`src/rtl/ysyx_23060201_if_id_buf.sv`:
```
// ysyx_23060201_if_id_buf: IF->ID pipeline buffer with valid/ready handshake and flush.
// Defining IFID_SKID_EN adds a skid entry so that in_ready becomes a pure register output.
module ysyx_23060201_if_id_buf #(
   parameter int ADDR_WIDTH = 32,
   parameter int DATA_WIDTH = 32,
   parameter logic [ADDR_WIDTH-1:0] RESET_PC = 32'h8000_0000
) (
   input  logic                  clk,
   input  logic                  rst,
   input  logic                  flush,
   input  logic                  in_valid,
   output logic                  in_ready,
   input  logic [ADDR_WIDTH-1:0] in_pc,
   input  logic [DATA_WIDTH-1:0] in_inst,
   output logic                  out_valid,
   input  logic                  out_ready,
   output logic [ADDR_WIDTH-1:0] out_pc,
   output logic [DATA_WIDTH-1:0] out_inst,
   output logic [1:0]            count
);
   logic                  m_valid_q, m_valid_d;
   logic [ADDR_WIDTH-1:0] m_pc_q, m_pc_d;
   logic [DATA_WIDTH-1:0] m_inst_q, m_inst_d;
   logic                  s_valid, s_valid_d;
   logic [ADDR_WIDTH-1:0] s_pc;
   logic [DATA_WIDTH-1:0] s_inst;
   logic [1:0]            count_q, count_d;
   logic                  accept, rel, m_load;

   assign out_valid = m_valid_q && !flush;
   assign accept    = in_valid && in_ready;
   assign rel       = out_valid && out_ready;
   assign m_load    = !m_valid_q || rel;
   assign out_pc    = m_pc_q;
   assign out_inst  = m_inst_q;
   assign count     = count_q;

   // M refills from S first so the older entry always leaves before the incoming one
   always_comb begin
      m_valid_d = !flush && (m_load ? (s_valid || accept) : m_valid_q);
      m_pc_d    = (flush || !m_load) ? m_pc_q : s_valid ? s_pc : accept ? in_pc : m_pc_q;
      m_inst_d  = (flush || !m_load) ? m_inst_q : s_valid ? s_inst : accept ? in_inst : m_inst_q;
      count_d   = {1'b0, m_valid_d} + {1'b0, s_valid_d};
   end

   always_ff @(posedge clk) begin
      if (rst) begin
         m_valid_q <= 1'b0;
         m_pc_q    <= RESET_PC;
         m_inst_q  <= '0;
         count_q   <= 2'd0;
      end else begin
         m_valid_q <= m_valid_d;
         m_pc_q    <= m_pc_d;
         m_inst_q  <= m_inst_d;
         count_q   <= count_d;
      end
   end

`ifdef IFID_SKID_EN
   logic                  s_valid_q;
   logic [ADDR_WIDTH-1:0] s_pc_q, s_pc_d;
   logic [DATA_WIDTH-1:0] s_inst_q, s_inst_d;

   assign s_valid  = s_valid_q;
   assign s_pc     = s_pc_q;
   assign s_inst   = s_inst_q;
   assign in_ready = !s_valid_q;

   always_comb begin
      s_valid_d = !flush && !m_load && (s_valid_q || accept);
      s_pc_d    = (!flush && !m_load && accept) ? in_pc : s_pc_q;
      s_inst_d  = (!flush && !m_load && accept) ? in_inst : s_inst_q;
   end

   always_ff @(posedge clk) begin
      if (rst) begin
         s_valid_q <= 1'b0;
         s_pc_q    <= '0;
         s_inst_q  <= '0;
      end else begin
         s_valid_q <= s_valid_d;
         s_pc_q    <= s_pc_d;
         s_inst_q  <= s_inst_d;
      end
   end
`else
   assign s_valid   = 1'b0;
   assign s_valid_d = 1'b0;
   assign s_pc      = '0;
   assign s_inst    = '0;
   assign in_ready  = !m_valid_q || out_ready;
`endif
endmodule

```
`config.mk`:
```
export PLATFORM = sky130hd
export DESIGN_NAME = ysyx_23060201_if_id_buf
export DESIGN_NICKNAME = d
export VERILOG_FILES = /design/src/rtl/ysyx_23060201_if_id_buf.sv
export SDC_FILE = /design/constraint.sdc
export NUM_CORES = 1
export LEC_CHECK = 0
export CORE_ASPECT_RATIO = 1.75
export CORE_UTILIZATION = 45
export DETAILED_ROUTE_END_ITERATION = 8
export GPL_TIMING_DRIVEN = 1
export HOLD_SLACK_MARGIN = 0.1
export PLACE_DENSITY = 0.86
export SLEW_MARGIN = 20
export SYNTH_ARGS = -nofsm -noshare
export SYNTH_HDL_FRONTEND = slang
export SYNTH_SLANG_ARGS = --single-unit
```
`constraint.sdc`:
```
create_clock -name clk -period 1.9 [get_ports clk]
set_input_delay 0.38 -clock clk [delete_from_list [all_inputs] [get_ports clk]]
set_output_delay 0.38 -clock clk [all_outputs]
set_load 0.05 [all_outputs]
```
# Word-level counts from Yosys, hierarchy flattened
# Cells that the tools add are included.
# word_totals
input_bits	69
word_cells	17
register_bits	66
output_inout_bits	68
# op_classes
bitwise_logic	1
mux	1
n_reduce_logical	11
# ops
op	count
1-bit logical AND	4
1-bit logical NOT	3
1-bit logical OR	3
2-bit AND reduction	1
1-bit 2-to-1 mux	1
1-bit inverter	1

# Depth between registers and ports, before layout
# depth
depth_word	8
depth_mapped	5
depth_no_buf	3

# Worst setup path before layout
# No wires, ideal clock.
# synth_path
path_kind	in2out
start	input port flush
end	output port out_valid
t_arrival_ps	1069
path_buffers	0
cell_stages	1
path_slack_ps	451
required_time_ps	1520
path_cell_list	nor2b_1
# synth_between
elab_chain_len	2
# synth_rtl
element	line	rtl
from (decl)	10	input logic flush,
1-bit logical NOT	30	assign out_valid = m_valid_q && !flush;
1-bit logical AND	30	
to (decl)	15	output logic out_valid,
# No other way between the ends.

# Worst setup path in the final report
# layout_path
start	register m_pc_q[15], in the netlist out_pc[15]
end	output port out_pc[15]
# layout_rtl
element	line	rtl
from (decl)	22	logic [ADDR_WIDTH-1:0] m_pc_q, m_pc_d;
from (signal assigned)	54	m_pc_q <= m_pc_d;
to (decl)	17	output logic [ADDR_WIDTH-1:0] out_pc,
# No word-level cell between the ends.

==> impl_results.md <==
- Pins over their slew limit: 0
- Fmax: 537.9 MHz
- Clock latency on the worst-skew pair: 0.34 ns
- Placed cells: 483
- Register area share after synthesis: 43.57%
- N_diodes: 0
- Sw frac: 27.90%
- GR Util met3: 4.564%
- Final HPWL DP: 4936 µm
- TritonCTS buffer count: 9
- Reg2reg path depth: 4
- Die height: 109.8 µm
- Root buffer cell: clkbuf_8
- Tcrit/Tclk final: 97.86%
- XOR/XNOR Fraction of Synth Area: 0%
- Crit start category: flip-flop
- Logic pwr share: 22.7%
- Met2 usage in global routing: 36.55%
- Int Pwr: 2.454 mW
- Routed via count: 2356
- CP bufs+invs: 1
- Vias in the first global route: 2328
- Depth of the CTS H-tree: 3
- Total core area: 0.006324 mm²
- Row count: 38
- Place WS: 0.05106 ns
- Clk slew on worst S/H paths: 0.07 ns
- DR iter-0 viols: 87
- Worst EP arrival: 1.48 ns
- Sink Count: 65
- Slowest CP cell: clkdlybuf4s50_1
- Synthesis Warnings: 0
- FF-to-FF Start: m_valid_q$_SDFF_PP0_
- Setup Skew: 0.01227 ns
- Static Leak: 2.243 nW
- Syn nets: 356
- FF-to-FF setup slack: 0.51 ns
- Crit path kind: flip-flop to output pin
- Hold-fix buffers, CTS: 0
- Adder-Cell Fraction of Synth Area: 0%
- Post-Layout Inst Area: 0.004559 mm²
- Clk network pwr share: 34.1%
- Commonest non-fill, non-tap cells in the layout: nand2b_1 (126), clkdlybuf4s50_1 (87), dfxtp_1 (65)
- Hold_sp: out_pc[17]$_SDFFE_PP0P_
- Final min period: 1.859 ns
- Global-route wire length before repair: 10420 µm
- Routed Antenna Nets: 0
- Least-Margin Pin Slew: 0.5590 ns
- Hold path endpoint: out_pc[17]$_SDFFE_PP0P_
- Fillcell total: 488
- Slowest stage delay, CP: 0.80 ns
- Largest net degree at the start of global routing: 70
- Cell chain of the critical path: clkdlybuf4s50_1
- Cell Area, Placed: 0.004287 mm²
- Final Non-Filler Cells: 498
- FF-to-FF End: out_inst[1]$_SDFFE_PP0P_
- Min-Delay Path Depth: 2
- Drt drc: 0
- Gpl congestion: 0.7378
- Commonest non-fill, non-tap cell in the layout: nand2b_1
- Total die area: 0.006980 mm²
- Die Width: 63.59 µm
- Starting Density: 47.23%
- Average via count per standard cell: 4.731
- DR pass1 iterations: 4
- Run status: completed
- Largest family of logic cells by synthesized area: simple AND/OR/NAND/NOR gates
- Rel. slew slack: 62.67%
- NetSw: 0.9499 mW
- Synth cell types: 15
- Max Cap Viol: 0
- Final #Nets: 483
- Pwr/cell area: 746.6 mW/mm²
- Number of synthesized register bits: 65
- Grt ovf: 0
- Min setup slack post-route: 0.04075 ns
- Multiplexer share of the synthesized area: 21.45%
- Area grow syn2layout: 52.66%
- CTS tree: yes
- Max VDD drop: 592.5 µV
- Share of layout cells above drive strength 1: 8.134%
- Required @ worst endpoint: 1.52 ns
- Syn_area_per_cell: 10.41 µm²
- GRT Total Usage: 19.69%
- Cell Area, Synth: 0.002987 mm²
- Most Used Layer, Global Route: met2
- Compound-Gate Fraction of Synth Area: 0%
- Number of I/O port buffers: 135
- Post-CTS setup buffers: 0
- Worst Hold Class: flip-flop to flip-flop
- Detailed Route WL: 6869 µm
- Critical Path Sink Type: output pin
- Crit path max-delay family: buffers and inverters
- Seq. cell area: 0.001301 mm²
- Area of the multi-input gates: 0.001488 mm²
- Drt wl/cell: 13.79 µm
- Setup violations, final: 0
- Initial antenna violation count: 0
- Seq pwr share: 43.2%
- Crit-path max FO: 2
- GR met1 Demand/Resource: 18.87%
- Mapped Cells: 287
- Final Hold Vio Count: 0
- I/O pin count: 137
- Clock tree buffer depth: 2
- Post-Synth Simple-Gate Area: 28.03%
## cell type report
type,instances,share of cell area [%]
Multi-Input combinational cell,198,32.63
Timing Repair Buffer,139,32.27
Sequential cell,65,28.54
Clock buffer,12,3.403
Tap cell,80,2.195
Clock inverter,3,0.8782
Inverter,1,0.08233
## tightest hold or removal path, stage by stage, from the launching register on
cell,delay [ns]
dfxtp_1,0.31
nand2b_1,0.06
mux2i_1,0.05
## cells by family after synthesis
logic type / Yosys count
DFF: 65
and+or+nand+nor: 133
buffers and inverters: 24
muxes: 64
other: 1
## cell usage after synthesis (all sizes together)
cell    number  area [µm²]
nand2b     126       788.3
dfxtp       65        1301
mux2i       64       640.6
clkbuf      13       48.80
buf         10       151.4
nor2         3       11.26
nor2b        2       20.02
conb         1       3.750
inv          1       3.750
nor3         1       5.000
nor3b        1       12.51
## metrics by stage
stage	hold WS, ns	utilization, %	total power, mW	TNS (ns)
final	0.4717	72.10	3.404	0
after CTS	0.4768	70.84	3.443	0
after detailed placement	0.4660	67.79	2.283	0
after floorplan	0.4593	-	1.987	0
after global placement	0.4579	67.79	2.270	0
after global routing	0.4908	72.10	3.532	-0.0007107
## how the worst max path moves through the flow
| stage | to | from | slack (ns) | cells past startpoint |
|---|---|---|---|---|
| floorplan | out_valid | flush | 0.45 | 1 |
| global placement | out_pc[19]$_SDFFE_PP0P_ | out_ready | 0.1 | 5 |
| detailed placement | out_inst[2]$_SDFFE_PP0P_ | out_ready | 0.05 | 5 |
| CTS | out_inst[27] | out_inst[27]$_SDFFE_PP0P_ | 0.0003 | 1 |
| global route | out_pc[3] | out_pc[3]$_SDFFE_PP0P_ | -0.0007 | 1 |
| finish | out_pc[15] | out_pc[15]$_SDFFE_PP0P_ | 0.04 | 1 |
## power groups by stage
stage / clock network (mW) / logic, mW / registers, mW
global route: 1.24 / 0.813 / 1.48
global placement: 0 / 0.771 / 1.50
CTS: 1.19 / 0.782 / 1.47
detailed placement: 0 / 0.781 / 1.50
finish: 1.16 / 0.774 / 1.47
floorplan: 0 / 0.245 / 1.74
## timing repair
| item | 4_1_cts | 5_1_grt |
|---|---|---|
| endpoints found under the hold margin | 0 | 0 |
| setup endpoints to repair | 2 | 32 |
| gates resized for setup | 2 | 32 |
## state kept, by name, summed over array words and instances (netlist names)
register / flops
out_pc: 32
m_valid_q: 1
out_inst: 32
## layer usage
metal | vias up | part of all wire [%]
li1 | 1171 | -
met1 | 1088 | 37
met2 | 82 | 55
met3 | 15 | 4.8
met4 | 0 | 2.9
met5 | - | 0
Note: power is estimated with default switching activity, not from simulation.
